==> config.mk <==
export PLATFORM = sky130hd
export DESIGN_NAME = bolme_denetleyici_flat
export DESIGN_NICKNAME = d
export VERILOG_FILES = /design/src/rtl/bolme_denetleyici_if.sv /design/src/rtl/bolme_denetleyici.sv /design/src/flat_wrapper.sv
export SDC_FILE = /design/constraint.sdc
export NUM_CORES = 1
export LEC_CHECK = 0
export CORE_UTILIZATION = 60
export CTS_BUF_LIST = sky130_fd_sc_hd__clkbuf_4 sky130_fd_sc_hd__clkbuf_8 sky130_fd_sc_hd__clkbuf_16
export DETAILED_ROUTE_END_ITERATION = 6
export DONT_BUFFER_PORTS = 1
export PLACE_DENSITY_LB_ADDON = 0.2
export REMOVE_ABC_BUFFERS = 1
export SETUP_SLACK_MARGIN = 0.1
export SYNTH_ARGS = -nofsm -noshare
export SYNTH_HDL_FRONTEND = slang
export SYNTH_SLANG_ARGS = --single-unit
==> constraint.sdc <==
create_clock -name clk_i -period 2.9 [get_ports clk_i]
set_input_delay 0.58 -clock clk_i [delete_from_list [all_inputs] [get_ports clk_i]]
set_output_delay 0.58 -clock clk_i [all_outputs]
set_load 0.02 [all_outputs]
==> src/rtl/bolme_denetleyici_if.sv <==
// bolme_denetleyici_if: request/result and divider-side signals of the
// BOL sequencer.
//   slave  : the sequencer itself.
//   master : execute stage plus the shared divider, seen from outside.
`timescale 1ns/1ps
interface bolme_denetleyici_if;
  // execute stage -> sequencer
  logic        istek_i;
  logic [1:0]  islem_i;
  logic [31:0] bolunen_i;
  logic [31:0] bolen_i;
  logic        temizle_i;
  // sequencer -> execute stage
  logic        durdur_o;
  logic        sonuc_gecerli_o;
  logic [31:0] sonuc_o;
  logic        hata_o;
  // sequencer <-> shared divider
  logic        bol_basla_o;
  logic        bol_isaretli_o;
  logic [31:0] bol_bolunen_o;
  logic [31:0] bol_bolen_o;
  logic        bol_bitti_i;
  logic [31:0] bol_bolum_i;
  logic [31:0] bol_kalan_i;

  modport slave (
    input  istek_i, islem_i, bolunen_i, bolen_i, temizle_i,
           bol_bitti_i, bol_bolum_i, bol_kalan_i,
    output durdur_o, sonuc_gecerli_o, sonuc_o, hata_o,
           bol_basla_o, bol_isaretli_o, bol_bolunen_o, bol_bolen_o
  );

  modport master (
    output istek_i, islem_i, bolunen_i, bolen_i, temizle_i,
           bol_bitti_i, bol_bolum_i, bol_kalan_i,
    input  durdur_o, sonuc_gecerli_o, sonuc_o, hata_o,
           bol_basla_o, bol_isaretli_o, bol_bolunen_o, bol_bolen_o
  );
endinterface

==> src/rtl/bolme_denetleyici.sv <==
// bolme_denetleyici: sequencer for the shared iterative divider (DIV/DIVU/
// REM/REMU). Resolves divide-by-zero and signed overflow locally, otherwise
// launches the divider and stalls execute until it completes. Handles
// flushes, a completion timeout (sticky hata_o) and, when the macro
// BOLME_ONBELLEK_EN is defined, a one-entry last-result cache.
`timescale 1ns/1ps
module bolme_denetleyici #(
  parameter int ZAMAN_ASIMI = 64  // cycles without bol_bitti_i before timeout, >= 2
) (
  input logic               clk_i,
  input logic               rst_i,
  bolme_denetleyici_if.slave bus
);

  typedef enum logic [1:0] {BOSTA, BEKLE, IPTAL, SONUC} durum_t;

  localparam int                  SAYAC_W   = $clog2(ZAMAN_ASIMI) + 1;
  localparam logic [SAYAC_W-1:0]  SAYAC_SON = SAYAC_W'(ZAMAN_ASIMI - 1);

  durum_t              r_durum, w_sonraki;
  logic [SAYAC_W-1:0]  r_sayac;
  logic [31:0]         r_bolunen, r_bolen, r_sonuc;
  logic                r_isaretli, r_kalan_sec, r_basla, r_hata;

  logic                w_durdur, w_gecerli, w_yakala, w_sonuc_yukle;
  logic                w_hata_set, w_sayac_say;
  logic [31:0]         w_sonuc_deger;
  logic                w_bolen_sifir, w_tasma, w_zaman_doldu;
  logic                w_onb_isabet;
  logic [31:0]         w_onb_deger;

  assign w_bolen_sifir = (bus.bolen_i == 32'h0);
  assign w_tasma       = ~bus.islem_i[0] && (bus.bolunen_i == 32'h8000_0000) &&
                         (bus.bolen_i == 32'hFFFF_FFFF);
  assign w_zaman_doldu = (r_sayac == SAYAC_SON);

`ifdef BOLME_ONBELLEK_EN
  logic        r_onb_gecerli, r_onb_isaretli;
  logic [31:0] r_onb_bolunen, r_onb_bolen, r_onb_bolum, r_onb_kalan;
  logic        w_onb_yaz;

  // Every divider completion, even for a flushed instruction, refreshes the entry.
  assign w_onb_yaz    = ((r_durum == BEKLE) || (r_durum == IPTAL)) && bus.bol_bitti_i;
  assign w_onb_isabet = r_onb_gecerli && (r_onb_bolunen == bus.bolunen_i) &&
                        (r_onb_bolen == bus.bolen_i) && (r_onb_isaretli == ~bus.islem_i[0]);
  assign w_onb_deger  = bus.islem_i[1] ? r_onb_kalan : r_onb_bolum;

  // Cache valid bit: cleared by reset and by a timeout, set on fill.
  always_ff @(posedge clk_i) begin
    if (rst_i)           r_onb_gecerli <= 1'b0;
    else if (w_hata_set) r_onb_gecerli <= 1'b0;
    else if (w_onb_yaz)  r_onb_gecerli <= 1'b1;
  end

  // Cache payload: operands come from the latched divider request.
  // NOTE: payload needs no reset; the valid bit alone guards it.
  always_ff @(posedge clk_i) begin
    if (w_onb_yaz) begin
      r_onb_bolunen  <= r_bolunen;
      r_onb_bolen    <= r_bolen;
      r_onb_isaretli <= r_isaretli;
      r_onb_bolum    <= bus.bol_bolum_i;
      r_onb_kalan    <= bus.bol_kalan_i;
    end
  end
`else
  assign w_onb_isabet = 1'b0;
  assign w_onb_deger  = 32'h0;
`endif

  // State register.
  // NOTE: sequential state uses non-blocking (<=) so all flops update together.
  always_ff @(posedge clk_i) begin
    if (rst_i) r_durum <= BOSTA;
    else       r_durum <= w_sonraki;
  end

  // Next state, handshake outputs and datapath strobes.
  always_comb begin
    // NOTE: every output gets a default first, so no path infers a latch.
    w_sonraki     = r_durum;
    w_durdur      = 1'b0;
    w_gecerli     = 1'b0;
    w_yakala      = 1'b0;
    w_sonuc_yukle = 1'b0;
    w_sonuc_deger = 32'h0;
    w_hata_set    = 1'b0;
    w_sayac_say   = 1'b0;
    unique case (r_durum)
      BOSTA: begin
        w_durdur = bus.istek_i & ~bus.temizle_i;
        if (bus.istek_i && !bus.temizle_i) begin
          if (w_bolen_sifir) begin
            w_sonuc_yukle = 1'b1;
            w_sonuc_deger = bus.islem_i[1] ? bus.bolunen_i : 32'hFFFF_FFFF;
            w_sonraki     = SONUC;
          end else if (w_tasma) begin
            w_sonuc_yukle = 1'b1;
            w_sonuc_deger = bus.islem_i[1] ? 32'h0 : 32'h8000_0000;
            w_sonraki     = SONUC;
          end else if (w_onb_isabet) begin
            w_sonuc_yukle = 1'b1;
            w_sonuc_deger = w_onb_deger;
            w_sonraki     = SONUC;
          end else begin
            w_yakala  = 1'b1;
            w_sonraki = BEKLE;
          end
        end
      end
      BEKLE: begin
        w_durdur    = 1'b1;
        w_sayac_say = 1'b1;
        if (bus.bol_bitti_i) begin
          // A flush in the completion cycle simply drops the result.
          w_sonuc_yukle = ~bus.temizle_i;
          w_sonuc_deger = r_kalan_sec ? bus.bol_kalan_i : bus.bol_bolum_i;
          w_sonraki     = bus.temizle_i ? BOSTA : SONUC;
        end else if (w_zaman_doldu) begin
          w_hata_set    = 1'b1;
          w_sonuc_yukle = 1'b1;
          w_sonraki     = bus.temizle_i ? BOSTA : SONUC;
        end else if (bus.temizle_i) begin
          w_sonraki = IPTAL;
        end
      end
      IPTAL: begin
        // Divider cannot be aborted: release the pipeline but hold off new requests.
        w_durdur    = bus.istek_i;
        w_sayac_say = 1'b1;
        if (bus.bol_bitti_i) begin
          w_sonraki = BOSTA;
        end else if (w_zaman_doldu) begin
          w_hata_set = 1'b1;
          w_sonraki  = BOSTA;
        end
      end
      SONUC: begin
        w_gecerli = ~bus.temizle_i;
        w_sonraki = BOSTA;
      end
      default: w_sonraki = BOSTA;
    endcase
  end

  // Divider request latches, registered start pulse, result and sticky error.
  always_ff @(posedge clk_i) begin
    if (rst_i) begin
      r_bolunen   <= 32'h0;
      r_bolen     <= 32'h0;
      r_isaretli  <= 1'b0;
      r_kalan_sec <= 1'b0;
      r_basla     <= 1'b0;
      r_sonuc     <= 32'h0;
      r_hata      <= 1'b0;
    end else begin
      r_basla <= w_yakala;
      if (w_yakala) begin
        r_bolunen   <= bus.bolunen_i;
        r_bolen     <= bus.bolen_i;
        r_isaretli  <= ~bus.islem_i[0];
        r_kalan_sec <= bus.islem_i[1];
      end
      if (w_sonuc_yukle) r_sonuc <= w_sonuc_deger;
      if (w_hata_set)    r_hata  <= 1'b1;
    end
  end

  // Timeout counter: restarts with each divider launch, saturates instead of wrapping.
  always_ff @(posedge clk_i) begin
    if (rst_i)                               r_sayac <= '0;
    else if (w_yakala)                       r_sayac <= '0;
    else if (w_sayac_say && r_sayac != '1)   r_sayac <= r_sayac + 1'b1;
  end

  assign bus.durdur_o        = w_durdur;
  assign bus.sonuc_gecerli_o = w_gecerli;
  assign bus.sonuc_o         = r_sonuc;
  assign bus.hata_o          = r_hata;
  assign bus.bol_basla_o     = r_basla;
  assign bus.bol_isaretli_o  = r_isaretli;
  assign bus.bol_bolunen_o   = r_bolunen;
  assign bus.bol_bolen_o     = r_bolen;

endmodule

==> src/flat_wrapper.sv <==
// flat-port wrapper written by rule: the top's interface ports become plain ports
module bolme_denetleyici_flat 
#(
  parameter int ZAMAN_ASIMI = 64                                                    
)
  (clk_i, rst_i, bus_istek_i, bus_islem_i, bus_bolunen_i, bus_bolen_i, bus_temizle_i, bus_bol_bitti_i, bus_bol_bolum_i, bus_bol_kalan_i, bus_durdur_o, bus_sonuc_gecerli_o, bus_sonuc_o, bus_hata_o, bus_bol_basla_o, bus_bol_isaretli_o, bus_bol_bolunen_o, bus_bol_bolen_o);
  bolme_denetleyici_if bus_i ();
  input logic clk_i;
  input logic rst_i;
  input wire logic [$bits(bus_i.istek_i)-1:0] bus_istek_i;
  input wire logic [$bits(bus_i.islem_i)-1:0] bus_islem_i;
  input wire logic [$bits(bus_i.bolunen_i)-1:0] bus_bolunen_i;
  input wire logic [$bits(bus_i.bolen_i)-1:0] bus_bolen_i;
  input wire logic [$bits(bus_i.temizle_i)-1:0] bus_temizle_i;
  input wire logic [$bits(bus_i.bol_bitti_i)-1:0] bus_bol_bitti_i;
  input wire logic [$bits(bus_i.bol_bolum_i)-1:0] bus_bol_bolum_i;
  input wire logic [$bits(bus_i.bol_kalan_i)-1:0] bus_bol_kalan_i;
  output wire logic [$bits(bus_i.durdur_o)-1:0] bus_durdur_o;
  output wire logic [$bits(bus_i.sonuc_gecerli_o)-1:0] bus_sonuc_gecerli_o;
  output wire logic [$bits(bus_i.sonuc_o)-1:0] bus_sonuc_o;
  output wire logic [$bits(bus_i.hata_o)-1:0] bus_hata_o;
  output wire logic [$bits(bus_i.bol_basla_o)-1:0] bus_bol_basla_o;
  output wire logic [$bits(bus_i.bol_isaretli_o)-1:0] bus_bol_isaretli_o;
  output wire logic [$bits(bus_i.bol_bolunen_o)-1:0] bus_bol_bolunen_o;
  output wire logic [$bits(bus_i.bol_bolen_o)-1:0] bus_bol_bolen_o;
  assign bus_i.istek_i = bus_istek_i;
  assign bus_i.islem_i = bus_islem_i;
  assign bus_i.bolunen_i = bus_bolunen_i;
  assign bus_i.bolen_i = bus_bolen_i;
  assign bus_i.temizle_i = bus_temizle_i;
  assign bus_i.bol_bitti_i = bus_bol_bitti_i;
  assign bus_i.bol_bolum_i = bus_bol_bolum_i;
  assign bus_i.bol_kalan_i = bus_bol_kalan_i;
  assign bus_durdur_o = bus_i.durdur_o;
  assign bus_sonuc_gecerli_o = bus_i.sonuc_gecerli_o;
  assign bus_sonuc_o = bus_i.sonuc_o;
  assign bus_hata_o = bus_i.hata_o;
  assign bus_bol_basla_o = bus_i.bol_basla_o;
  assign bus_bol_isaretli_o = bus_i.bol_isaretli_o;
  assign bus_bol_bolunen_o = bus_i.bol_bolunen_o;
  assign bus_bol_bolen_o = bus_i.bol_bolen_o;
  bolme_denetleyici #(.ZAMAN_ASIMI(ZAMAN_ASIMI)) u_core (.clk_i(clk_i), .rst_i(rst_i), .bus(bus_i));
endmodule
## Word level (Yosys, flattened, before mapping)

Cells that the tools add are included.
W data, S select, Z words.

- Output and inout port bits: 101
- Bits in registers: 109

- Bitwise gates (word level): 3
- Equal/unequal tests: 10
- Reductions and logical operators: 10
- Add/sub/neg operators: 1
- Mux-type cells: 33

Operators with widths:

| cell | count |
|---|---|
| $mux W32 | 7 |
| $eq A32 B32 Y1 const B | 2 |
| $pmux W32 S2 | 1 |
| $logic_not A32 Y1 | 1 |
| $mux W2 | 9 |
| $mux W1 | 13 |
| $pmux W2 S4 | 1 |
| $add A7 B1 Y7 const B | 1 |
| $eq A7 B6 Y1 const B | 1 |
| $ne A7 B7 Y1 const B | 1 |
| $eq A2 B2 Y1 const B | 2 |
| $logic_and A1 B1 Y1 | 4 |
| $ne A4 B3 Y1 const B | 1 |
| $reduce_or A2 Y1 | 2 |
| $ne A3 B2 Y1 const B | 1 |
| $pmux W1 S3 | 1 |
| $reduce_and A3 Y1 | 1 |
| $eq A2 B1 Y1 const B | 1 |
| $logic_not A2 Y1 | 1 |
| $ne A2 B1 Y1 const B | 1 |
| $not A1 Y1 | 2 |
| $pmux W1 S2 | 1 |
| $and A1 B1 Y1 | 1 |
| $logic_not A1 Y1 | 1 |

## Longest topological paths before layout

- Depth in word-level cells: 8
- Depth in mapped cells: 10

## Worst setup path before layout

Ideal clock, no wire load.

- Kind: input to register
- Start: input port bus_bolunen_i[27]
- End: register u_core.r_sonuc[5], in the netlist u_core.bus.sonuc_o[5]
- Setup slack: 361 ps
- Data arrival time: 2469 ps
- Path buffers: 2
- Data required time: 2830 ps
- Cell stages on the path: 8
- Cell sequence: nor4b_2 -> nand4_1 -> or4_4 -> or3_1 -> buf_2 -> buf_6 -> a221o_1 -> o21ai_1

- Word-level cells in the longest chain between the ends: 7

RTL lines:

| element | line | source |
|---|---|---|
| start, declared | flat_wrapper.sv:12 | `input wire logic [$bits(bus_i.bolunen_i)-1:0] bus_bolunen_i;` |
| $eq A32 B32 Y1 (*) | bolme_denetleyici.sv:33 | `assign w_tasma = ~bus.islem_i[0] && (bus.bolunen_i == 32'h8000_0000) &&` |
| $logic_and A1 B1 Y1 (*) (2 in series) | bolme_denetleyici.sv:33 |  |
| $mux W32 / $mux W1 (equally long branches) | bolme_denetleyici.sv:97 | `end else if (w_tasma) begin` |
| $mux W32 / $mux W1 (equally long branches) | bolme_denetleyici.sv:93 | `if (w_bolen_sifir) begin` |
| $mux W32 / $mux W1 (equally long branches) | bolme_denetleyici.sv:92 | `if (bus.istek_i && !bus.temizle_i) begin` |
| $pmux W32 S2 / $pmux W1 S2 (equally long branches) | bolme_denetleyici.sv:89 | `unique case (r_durum)` |
| end signal, assigned | bolme_denetleyici.sv:164 | `if (w_sonuc_yukle) r_sonuc <= w_sonuc_deger;` |
| end, declared | bolme_denetleyici.sv:22 | `logic [31:0] r_bolunen, r_bolen, r_sonuc;` |

Every way passes the cells marked *; elsewhere a longest branch is shown, timed or not.
A chain may end at the register's enable or synchronous reset.

## Worst setup path in the final report

- Start: register u_core.r_durum[0]
- End: register u_core.r_sonuc[23], in the netlist u_core.bus.sonuc_o[23]

- Word-level cells in the longest chain between the ends: 2

RTL lines:

| element | line | source |
|---|---|---|
| start, declared | bolme_denetleyici.sv:20 | `durum_t r_durum, w_sonraki;` |
| start signal, assigned | bolme_denetleyici.sv:75 | `else r_durum <= w_sonraki;` |
| $eq A2 B1 Y1 / $logic_not A2 Y1 (equally long branches) | bolme_denetleyici.sv:89 |  |
| $pmux W32 S2 / $pmux W1 S2 (equally long branches) | bolme_denetleyici.sv:89 |  |

Parallel ways exist; a longest one is shown, timed or not.

==> flow_metrics.py <==
metrics = {
    "timing": {
        "max_slew_margin_pct": 38.3,
        "setup_viol": 0,
        "drv_slew": 0,
        "rsz0062_at_grt": "no",
        "finalCritPeriodShare_pct": 83.8,
        "tns_ns": 0,
        "clock.fmax_mhz": 411,
        "final.setup_skew_ns": 0.0162,
        "final-hold-violation-count": 0,
        "finalCriticalPeriod_ns": 2.43,
        "tightest_slew_ns": 0.926,
    },
    "logic_synthesis": {
        "syn_avg_cell_area_um2": 9.15,
        "synth_seq_area_share_pct": 41.2,
        "yosysUniqueCellTypes": 44,
        "syn-cell-area_um2": 5300,
        "syn_inst": 579,
        "synth_edf_count": 0,
        "ys_ff_latch": 109,
        "async_flop_share_pct": 0,
        "synth_ff_type": "dfxtp_1",
        "ys_warn_count": 0,
    },
    "setup_path": {
        "rr_endpoint": "u_core.bus.sonuc_o[23]",
        "required_ns": 3.16,
        "regToRegStartpoint": "u_core.r_durum[0]",
        "crit_path_max_fanout": 35,
        "crit_chain": "inv_1 > ha_1 > nand2_1 > nor3_2 > a311oi_4 > buf_12 > a21oi_1 > a311oi_1",
        "end_kind": "flip-flop",
        "startpoint": "u_core.r_durum[0]",
        "start_kind": "flip-flop",
        "reg2reg_setup_slack_ns": 0.47,
        "r2r.worst_path.cells": 8,
        "cp-endpoint": "u_core.bus.sonuc_o[23]",
        "critPathArrivalTime_ns": 2.69,
        "crit_path_top_delay_cell": "a311oi_4",
        "critical_path_class": "reg -> reg",
        "cpPeakStageDelay_ns": 0.69,
    },
    "die": {
        "die_h_um": 96.0,
        "ios": 236,
        "floorplan.initialDensity_pct": 63.2,
        "rows": 33,
        "fp.dieW_um": 96.0,
        "dieArea_um2": 9210,
        "core_um2": 8380,
    },
    "layout": {
        "layout_common_cells": "dfxtp_1 (108), mux2i_1 (82), nor2_1 (79)",
        "drive_gt1_share_pct": 9.82,
        "design_area_um2": 5550,
        "syn2layout_area_growth_pct": 4.84,
        "diodes": 0,
        "fin_nets": 695,
        "final_common_cell": "dfxtp_1",
    },
    "global_route": {
        "antenna_found_initial": 1,
        "gr-total-overflow": 0,
        "groute.usage.overall_pct": 30.2,
        "grt_first_pass_wirelength_um": 21000,
        "grt_pass1_vias": 4240,
        "grt_max_degree": 120,
    },
    "job": {
        "maxCapViolCount": 0,
    },
    "clock_tree": {
        "cts_hold_buf": 0,
        "clk_path_buf_depth": 2,
        "cts-htree-levels": 3,
        "tritoncts": "done",
        "postCtsSetupRepairBufs": 0,
        "path_clk_slew_ns": 0.10,
        "cts_root_buf": "clkbuf_8",
        "clkLatencyLatePin_ns": 0.37,
        "cts_sinks": 109,
        "cts_resized": 0,
        "cts_made_buffers": 9,
    },
    "place": {
        "numPortBuffers": 0,
        "placed_area_um2": 5370,
        "hpwl_um": 10100,
        "routabilityCongestion": 0.800,
    },
    "power_and_ir_drop": {
        "power_mw": 3.69,
        "power.leakage_nw": 1.85,
        "pwr_density_cell_nw_per_um2": 664,
        "ir_drop_mv": 0.379,
    },
    "route": {
        "antenna_left": 0,
        "vias": 4282,
        "vias_per_cell": 6.44,
        "first_pass_iters": 5,
        "drt-total-wl_um": 14100,
        "wl_per_cell_um": 21.2,
        "drt_iter0_drc": 231,
        "drc_errors": 0,
    },
    "run_status": {
        "status": "finished clean",
    },
    "worst_hold_path": {
        "hold_class": "in -> reg",
    },
}
cell usage after synthesis (2+ instances only):
cell type | instances | area share [%]
a21oi_1 | 21 | 2.0
a221o_1 | 16 | 3.0
a311oi_1 | 16 | 2.6
a31oi_1 | 2 | 0.24
buf_1 | 4 | 0.28
buf_2 | 6 | 0.57
buf_6 | 4 | 0.85
clkbuf_1 | 33 | 2.3
dfxtp_1 | 109 | 41
ha_1 | 5 | 1.2
inv_1 | 21 | 1.5
mux2_2 | 16 | 3.4
mux2i_1 | 82 | 15
nand2_1 | 7 | 0.50
nand2b_1 | 32 | 3.8
nand3_1 | 18 | 1.7
nand4_1 | 11 | 1.3
nor2_1 | 79 | 5.6
nor2b_1 | 3 | 0.35
nor3_1 | 4 | 0.38
nor4_1 | 14 | 1.7
nor4b_2 | 2 | 0.57
o21ai_0 | 32 | 3.0
o21ai_1 | 4 | 0.38
o2bb2ai_1 | 15 | 2.5
or3_1 | 2 | 0.24
xor2_1 | 4 | 0.66
layout make-up:
class | count | area, µm²
Multi-Input combinational cell | 401 | 2840
Fill cell | 734 | 2830
Sequential cell | 109 | 2180
Timing Repair Buffer | 13 | 135
Tap cell | 105 | 131
Clock buffer | 9 | 124
Inverter | 21 | 78.8
Clock inverter | 7 | 56.3
through the flow:
stage	std cells	hold WS (ns)	utilization, %	setup WS [ns]
2_1_floorplan	531	0.460	-	-2.33
3_3_place_gp	649	0.478	64.1	0.117
3_5_place_dp	649	0.504	64.1	0.0798
4_1_cts	665	0.265	66.2	0.463
5_1_grt	665	0.251	66.2	0.335
6_report	665	0.280	66.2	0.470
metal layers:
metal  wire length (µm)  GRT usage, %  share of wire [%]  up-vias
li1                   -             -                  -     2030
met1               5350          33.8                 38     2045
met2               7230          53.9                 51      191
met3               1330          9.56                9.5       16
met4                197          10.4                1.4        0
met5                  0             0                  0        -
worst max-delay path, delay by kind of cell (launching register included):
family / cells / cell delay, ns
DFF: 1 / 0.40
adders and majority gates: 1 / 0.22
AOI/OAI and AO/OA: 3 / 1.06
and+or+nand+nor: 2 / 0.28
buffers and inverters: 2 / 0.35
report_power, final:
| part | internal [mW] | switching, mW |
|---|---|---|
| combinational | 0.393 | 0.485 |
| sequential | 1.65 | 0.291 |
| clock | 0.325 | 0.540 |
worst min path at each step:
stage,startpoint,endpoint,slack (ns),cells past startpoint
floorplan,u_core.r_sayac[6],u_core.r_sayac[6],0.46,2
global placement,u_core.r_sayac[6],u_core.r_sayac[6],0.48,2
detailed placement,u_core.r_sayac[5],u_core.r_sayac[5],0.50,2
CTS,rst_i,u_core.bus.sonuc_o[15],0.26,1
global route,rst_i,u_core.bus.bol_bolen_o[25],0.25,1
finish,rst_i,u_core.bus.bol_bolen_o[0],0.28,1
kinds of logic after synthesis:
family                     synth area share, %
and+or+nand+nor                           17.1
muxes                                     18.9
xor gates and xnor gates                 0.827
buffers and inverters                     5.67
AOI/OAI and AO/OA                         15.1
DFF                                       41.2
adders and majority gates                 1.18
sequential cells by signal (all words and copies together), names as in the netlist:
name	count
u_core.bus.bol_bolen_o	32
u_core.r_sayac	7
u_core.bus.bol_basla_o	1
u_core.r_durum	2
u_core.bus.hata_o	1
u_core.bus.bol_bolunen_o	32
u_core.bus.bol_isaretli_o	1
u_core.bus.sonuc_o	32
u_core.r_kalan_sec	1
No activity file was read; power rests on OpenSTA's default activity.
==> variant 1: new RTL, config.mk and constraints unchanged <==
Re-encode `durum_t` (4 values) as one-hot, 4 bits wide.
--- a/src/rtl/bolme_denetleyici.sv
+++ b/src/rtl/bolme_denetleyici.sv
@@ -14,3 +14,3 @@
 
-  typedef enum logic [1:0] {BOSTA, BEKLE, IPTAL, SONUC} durum_t;
+  typedef enum logic [3:0] {BOSTA = 4'b0001, BEKLE = 4'b0010, IPTAL = 4'b0100, SONUC = 4'b1000} durum_t;
 
Behaviour: no difference found for any inputs over 4 cycles, from zero or initial values and one cycle with rst_i high; so few cycles prove little.
==> variant 1 against the original RTL <==
Sequential cell count is 2 higher. Final area is 3.4% higher. Area after synthesis is 2.4% higher. Worst setup slack better by 0.037 ns. Routed wire length is 1.9% lower. Non-clock buffer count is 1 higher.
Power is not compared: it rests on default switching activity, and its combinational part moved more than twofold at a synthesized area within 25%.
==> variant 1: results (changes against the original RTL) <==
{| class="wikitable"
! Metric !! Value
|-
| Worst-Skew Late Latency || 0.36 ns
|-
| Antenna violations before repair || 1 (unchanged)
|-
| Post-synthesis cell type count || 44 (unchanged)
|-
| Wire length of the first global-routing pass || 22,100 um (+5.0%)
|-
| Synth top area cells || sky130_fd_sc_hd__dfxtp_1, sky130_fd_sc_hd__mux2i_1, sky130_fd_sc_hd__mux2_2
|-
| HPWL Detailed || 9880 um (-2.6%)
|-
| Total Nets Final || 704 (+1.3%)
|-
| Starting DRT DRC Count || 186 (-19%)
|-
| WP data arrival || 2.65 ns (-0.04 ns)
|-
| Max H-tree Level || 3 (unchanged)
|-
| Number of buffers between clock root and the deepest sink || 2 (unchanged)
|-
| Placed instance area || 5500 um^2 (+2.4%)
|-
| Min-Delay Path Class || in -> reg
|-
| Most frequent cells after synthesis || sky130_fd_sc_hd__dfxtp_1, sky130_fd_sc_hd__nor2_1, sky130_fd_sc_hd__mux2i_1
|-
| Postcts setup bufs || 0 (unchanged)
|-
| Share of post-route cells with drive strength above 1 || 13.3% (+3.4 points)
|-
| Status || finished clean
|-
| CP Max Fanout || 26 (-26%)
|-
| # port buffers || 0 (unchanged)
|-
| Post-Route WL || 13,800 um (-1.9%)
|-
| Tot GR Track Use || 29.1% (-1.1 points)
|-
| Maximum number of pins on one net before global-route repair || 105 (-13%)
|-
| Design Area, Final || 5740 um^2 (+3.4%)
|-
| Synthesized-area fraction occupied by ao, oa, aoi and oai cells || 11.5% (-3.6 points)
|-
| Detailed-route via count || 4,419 (+3.2%)
|-
| Kind of cell adding the most delay to the critical path || simple AND/OR/NAND/NOR gates
|-
| Post-route clock skew || 0.0147 ns (-0.00152 ns)
|-
| Share of flip-flops with an asynchronous set or reset || 0% (unchanged)
|-
| Number of synthesis warnings || 0 (unchanged)
|-
| Worst IR drop on VDD || 0.259 mV
|-
| Cell with the largest stage delay on the worst path || sky130_fd_sc_hd__or4_1
|-
| Worst setup slack before clock tree synthesis || 0.135 ns (+0.0549 ns)
|-
| Vias in the first global route || 4,495 (+6.0%)
|-
| Number of clock buffers inserted by TritonCTS || 9 (unchanged)
|-
| Detailed-router iteration count before antenna repair || 4 (-1)
|-
| Multiplexer share of the synthesized area || 18.8% (-0.071 points)
|-
| Final RePlAce weighted congestion || 0.872 (+9.0%)
|-
| Fraction of the mapped netlist area in adder cells || 0.231% (-0.95 points)
|-
| Part of the Yosys area used for sequential elements || 41.0% (-0.22 points)
|-
| FILL cells || 741 (+0.95%)
|-
| Actual slew at the worst max-slew pin || 0.577 ns (-0.349 ns)
|-
| Largest stage delay on the critical path || 0.53 ns (-0.16 ns)
|-
| Synth Area in XOR/XNOR || 0.808% (-0.019 points)
|}
[variant 1: cell types whose count changed after synthesis, moves of 15 or more]
cell	unedited run	this run
sky130_fd_sc_hd__mux2_2	16	32
sky130_fd_sc_hd__a32o_1	0	31
sky130_fd_sc_hd__nand3_1	18	3
sky130_fd_sc_hd__a311oi_1	16	0
sky130_fd_sc_hd__o21ai_0	32	2
sky130_fd_sc_hd__o2bb2ai_1	15	0
sky130_fd_sc_hd__nor3_1	4	64
sky130_fd_sc_hd__mux2i_1	82	66
sky130_fd_sc_hd__a221o_1	16	0
sky130_fd_sc_hd__inv_1	21	3
[variant 1: power breakdown]
| group | switching, mW | internal (mW) | leakage (nW) | total, mW |
|---|---|---|---|---|
| sequential | 0.102 | 1.58 | 0.902 | 1.68 |
| clock | 0.536 | 0.526 | 0.120 | 1.06 |
| combinational | 0.124 | 0.137 | 1.00 | 0.261 |
| total | 0.762 | 2.24 | 2.02 | 3.00 |
[variant 1: worst paths after layout]
check               startpoint                      endpoint  slack (ns)  cells past startpoint
max reg2reg  u_core.r_durum[2]  u_core.bus.bol_bolunen_o[20]        0.58                      6
min reg2reg  u_core.r_sayac[5]             u_core.r_sayac[5]        0.55                      2
min                      rst_i    u_core.bus.bol_bolen_o[18]        0.27                      1
max          bus_bolunen_i[19]        u_core.bus.sonuc_o[26]        0.51                      7
[variant 1: kinds of logic (layout without fill, tap and decap cells)]
logic type      after synthesis  count (layout)
compound gates               82              82
xor+xnor                      5               5
fa+ha+maj                     1               1
buf+inv                      53              33
flops                       111             111
mux                          98              98
other cells                   0               2
simple gates                243             243
[variant 1: worst reg2reg max path, cell delays in order, from the launching register on]
cell	delay, ns
sky130_fd_sc_hd__dfxtp_1	0.41
sky130_fd_sc_hd__nor4b_2	0.35
sky130_fd_sc_hd__nand2_1	0.28
sky130_fd_sc_hd__a211oi_4	0.42
sky130_fd_sc_hd__buf_12	0.37
sky130_fd_sc_hd__mux2i_1	0.33
sky130_fd_sc_hd__nor2_1	0.06
[variant 1: final cells by class]
cell class / instances / area share, %
multi-input cells: 429 / 52.1
well taps: 108 / 2.35
diodes: 2 / 0.0871
clock inverters: 6 / 1.70
repair buffers: 14 / 2.48
inverters: 3 / 0.196
clock buffers: 10 / 2.40
flip-flops and latches: 111 / 38.7
[variant 1: through the flow]
stage               hold WS [ns]  std cells
floorplan                  0.480        543
global placement           0.501        665
detailed placement         0.522        665
CTS                        0.259        681
global route               0.249        683
finish                     0.272        683
[variant 1: routing by layer]
layer,GRT usage [%],vias up,part of all wire (%)
met5,0,-,0
met4,14.6,0,3.2
met3,6.40,34,7.3
met2,49.0,202,49
met1,35.0,2075,40
li1,-,2108,-
==> variant 2: new RTL, same settings <==
Without the edit above. Add a define of `BOLME_ONBELLEK_EN`.
--- a/src/rtl/bolme_denetleyici.sv
+++ b/src/rtl/bolme_denetleyici.sv
@@ -6,2 +6,4 @@
 `timescale 1ns/1ps
+`define BOLME_ONBELLEK_EN
+
 module bolme_denetleyici #(
Function: changed (Yosys sat finds a counterexample within 4 cycles, from zero or initial values and one cycle with rst_i high).
==> variant 2 against the original RTL <==
Count of clock-buffer cells in the layout is 28 higher. Routed wire length is 120% higher. Final cell count rose by 76%. Synthesized cell count rose by 65%. Final area is 110% higher. Power increased to 2.8 times the old value. Area after synthesis rose by 100%. Sequential cell count grew 130. Global-route usage up 2.3 points. Worst setup slack got worse by 0.20 ns. Hold slack worse by 0.14 ns. Non-clock buffer count is 9 higher. Largest power group unchanged. Highest routed layer unchanged.
==> variant 2: results (changes against the original RTL) <==
{| class="wikitable"
! Metric !! Value
|-
| Starting DRT DRC Count || 754 (+230%)
|-
| WP data arrival || 3.07 ns (+0.38 ns)
|-
| Min-Delay Path Class || in -> reg
|-
| Total Nets Final || 1,066 (+53%)
|-
| Final RePlAce weighted congestion || 0.866 (+8.3%)
|-
| Max-Slew Margin vs Limit || 57.7% (+19 points)
|-
| Post-synthesis cell type count || 52 (+18%)
|-
| Wire length of the first global-routing pass || 45,400 um (+120%)
|-
| Most frequent cells after synthesis || sky130_fd_sc_hd__edfxtp_1, sky130_fd_sc_hd__dfxtp_1, sky130_fd_sc_hd__a21oi_1
|-
| P_leak || 3.66 nW (+97%)
|-
| # port buffers || 0 (unchanged)
|-
| EDFF count, synth || 129 (+129)
|-
| Vias in the first global route || 7,803 (+84%)
|-
| Placed instance area || 11,000 um^2 (+110%)
|-
| FILL cells || 1,320 (+80%)
|-
| Max H-tree Level || 1 (-2)
|-
| Via-to-Cell Ratio || 6.84 (+6.3%)
|-
| Fraction of met1 tracks used by global routing || 40.8% (+7.0 points)
|-
| Number of buffers between clock root and the deepest sink || 3 (+1)
|-
| Most frequently used flop master after synthesis || sky130_fd_sc_hd__edfxtp_1
|-
| DR WL/cell || 26.0 um (+22%)
|-
| Antenna violations before repair || 0 (-1)
|-
| Clock transition at the register clock pins on the worst setup and hold paths after CTS || 0.06 ns (-0.04 ns)
|-
| Number of antenna diodes || 0 (unchanged)
|-
| Tot GR Track Use || 32.5% (+2.3 points)
|-
| Global routing usage on met2 || 52.7% (-1.2 points)
|-
| DRC violation count after routing || 0 (unchanged)
|-
| Worst-Skew Late Latency || 0.52 ns (+0.15 ns)
|-
| Post_cts resized || 0 (unchanged)
|-
| HPWL Detailed || 20,400 um (+100%)
|-
| Number of clock buffers inserted by TritonCTS || 24 (+15)
|-
| Share of post-route cells with drive strength above 1 || 15.7% (+5.9 points)
|-
| Master cell of the clock root buffer || sky130_fd_sc_hd__clkbuf_16
|-
| CP Max Fanout || 24 (-31%)
|-
| Detailed-router iteration count before antenna repair || 5 (unchanged)
|-
| Number of synthesis warnings || 0 (unchanged)
|-
| Status || finished clean
|-
| CTS Hold Buffers Added || 0 (unchanged)
|-
| Synth top area cells || sky130_fd_sc_hd__edfxtp_1, sky130_fd_sc_hd__dfxtp_1, sky130_fd_sc_hd__a21oi_1
|-
| Maximum number of pins on one net before global-route repair || 111 (-7.5%)
|-
| Internal power || 7.07 mW (+200%)
|-
| Worst IR drop on VDD || 0.617 mV (+63%)
|-
| Part of the Yosys area used for sequential elements || 56.1% (+15 points)
|-
| Postcts setup bufs || 0 (unchanged)
|-
| Met3 track demand over resource in global routing || 9.99% (+0.43 points)
|-
| Post-route clock skew || 0.0124 ns (-0.00379 ns)
|-
| Share of flip-flops with an asynchronous set or reset || 0% (unchanged)
|}
## variant 2: final timing paths
check / to / slack, ns / from / cells past startpoint
min: u_core.bus.bol_isaretli_o / 0.14 / bus_islem_i[0] / 1
min reg2reg: u_core.r_onb_gecerli / 0.49 / u_core.r_onb_gecerli / 2
max: u_core.bus.sonuc_o[8] / 0.27 / u_core.r_onb_bolen[6] / 8
max reg2reg: u_core.bus.sonuc_o[8] / 0.27 / u_core.r_onb_bolen[6] / 8
## variant 2: final cells by class
cell class | instances | area, um^2 | area share, %
clock inverter | 7 | 38.8 | 0.327
multi-input combinational | 624 | 4380 | 37.0
sequential | 239 | 6080 | 51.3
timing repair buffer | 22 | 253 | 2.13
clock buffer | 37 | 764 | 6.45
tap | 225 | 282 | 2.38
inverter | 14 | 55.1 | 0.464
## variant 2: worst max-delay path: stages, from the launching register on
cell,delay (ns)
sky130_fd_sc_hd__edfxtp_1,0.39
sky130_fd_sc_hd__xnor2_1,0.28
sky130_fd_sc_hd__nand4_1,0.23
sky130_fd_sc_hd__nor4_2,0.47
sky130_fd_sc_hd__nand3_2,0.23
sky130_fd_sc_hd__o21bai_4,0.27
sky130_fd_sc_hd__buf_4,0.32
sky130_fd_sc_hd__a211oi_1,0.14
sky130_fd_sc_hd__a211oi_2,0.22
## variant 2: kinds of logic (layout without fill, tap and decap cells)
family	Yosys count	after routing	share of synthesized area, %
adders and majority gates	6	6	0.694
muxes	64	64	6.28
buffers and inverters	91	80	3.69
DFF	239	239	56.1
xor gates and xnor gates	60	60	4.85
and+or+nand+nor	209	209	10.9
AOI/OAI and AO/OA	285	285	17.4
## variant 2: power groups by stage
stage	registers (mW)	logic, mW	clock network [mW]
2_1_floorplan	5.13	1.41	0
3_3_place_gp	5.16	1.86	0
3_5_place_dp	5.19	1.95	0
4_1_cts	5.12	1.96	3.13
5_1_grt	5.20	2.12	3.25
6_report	5.12	1.97	3.12
## variant 2: layer usage
layer,vias to the layer above,routed length (um)
li1,3556,-
met1,3917,11500
met2,445,14400
met3,73,3440
met4,0,957
met5,-,0
## variant 2: metrics by stage
step | std cells | setup slack (ns) | util [%]
after floorplan | 877 | -1.65 | -
after detailed placement | 1124 | -0.0328 | 63.2
after CTS | 1168 | 0.156 | 67.8
after global routing | 1168 | 0.139 | 67.8
after global placement | 1124 | -0.00458 | 63.2
final | 1168 | 0.272 | 67.8
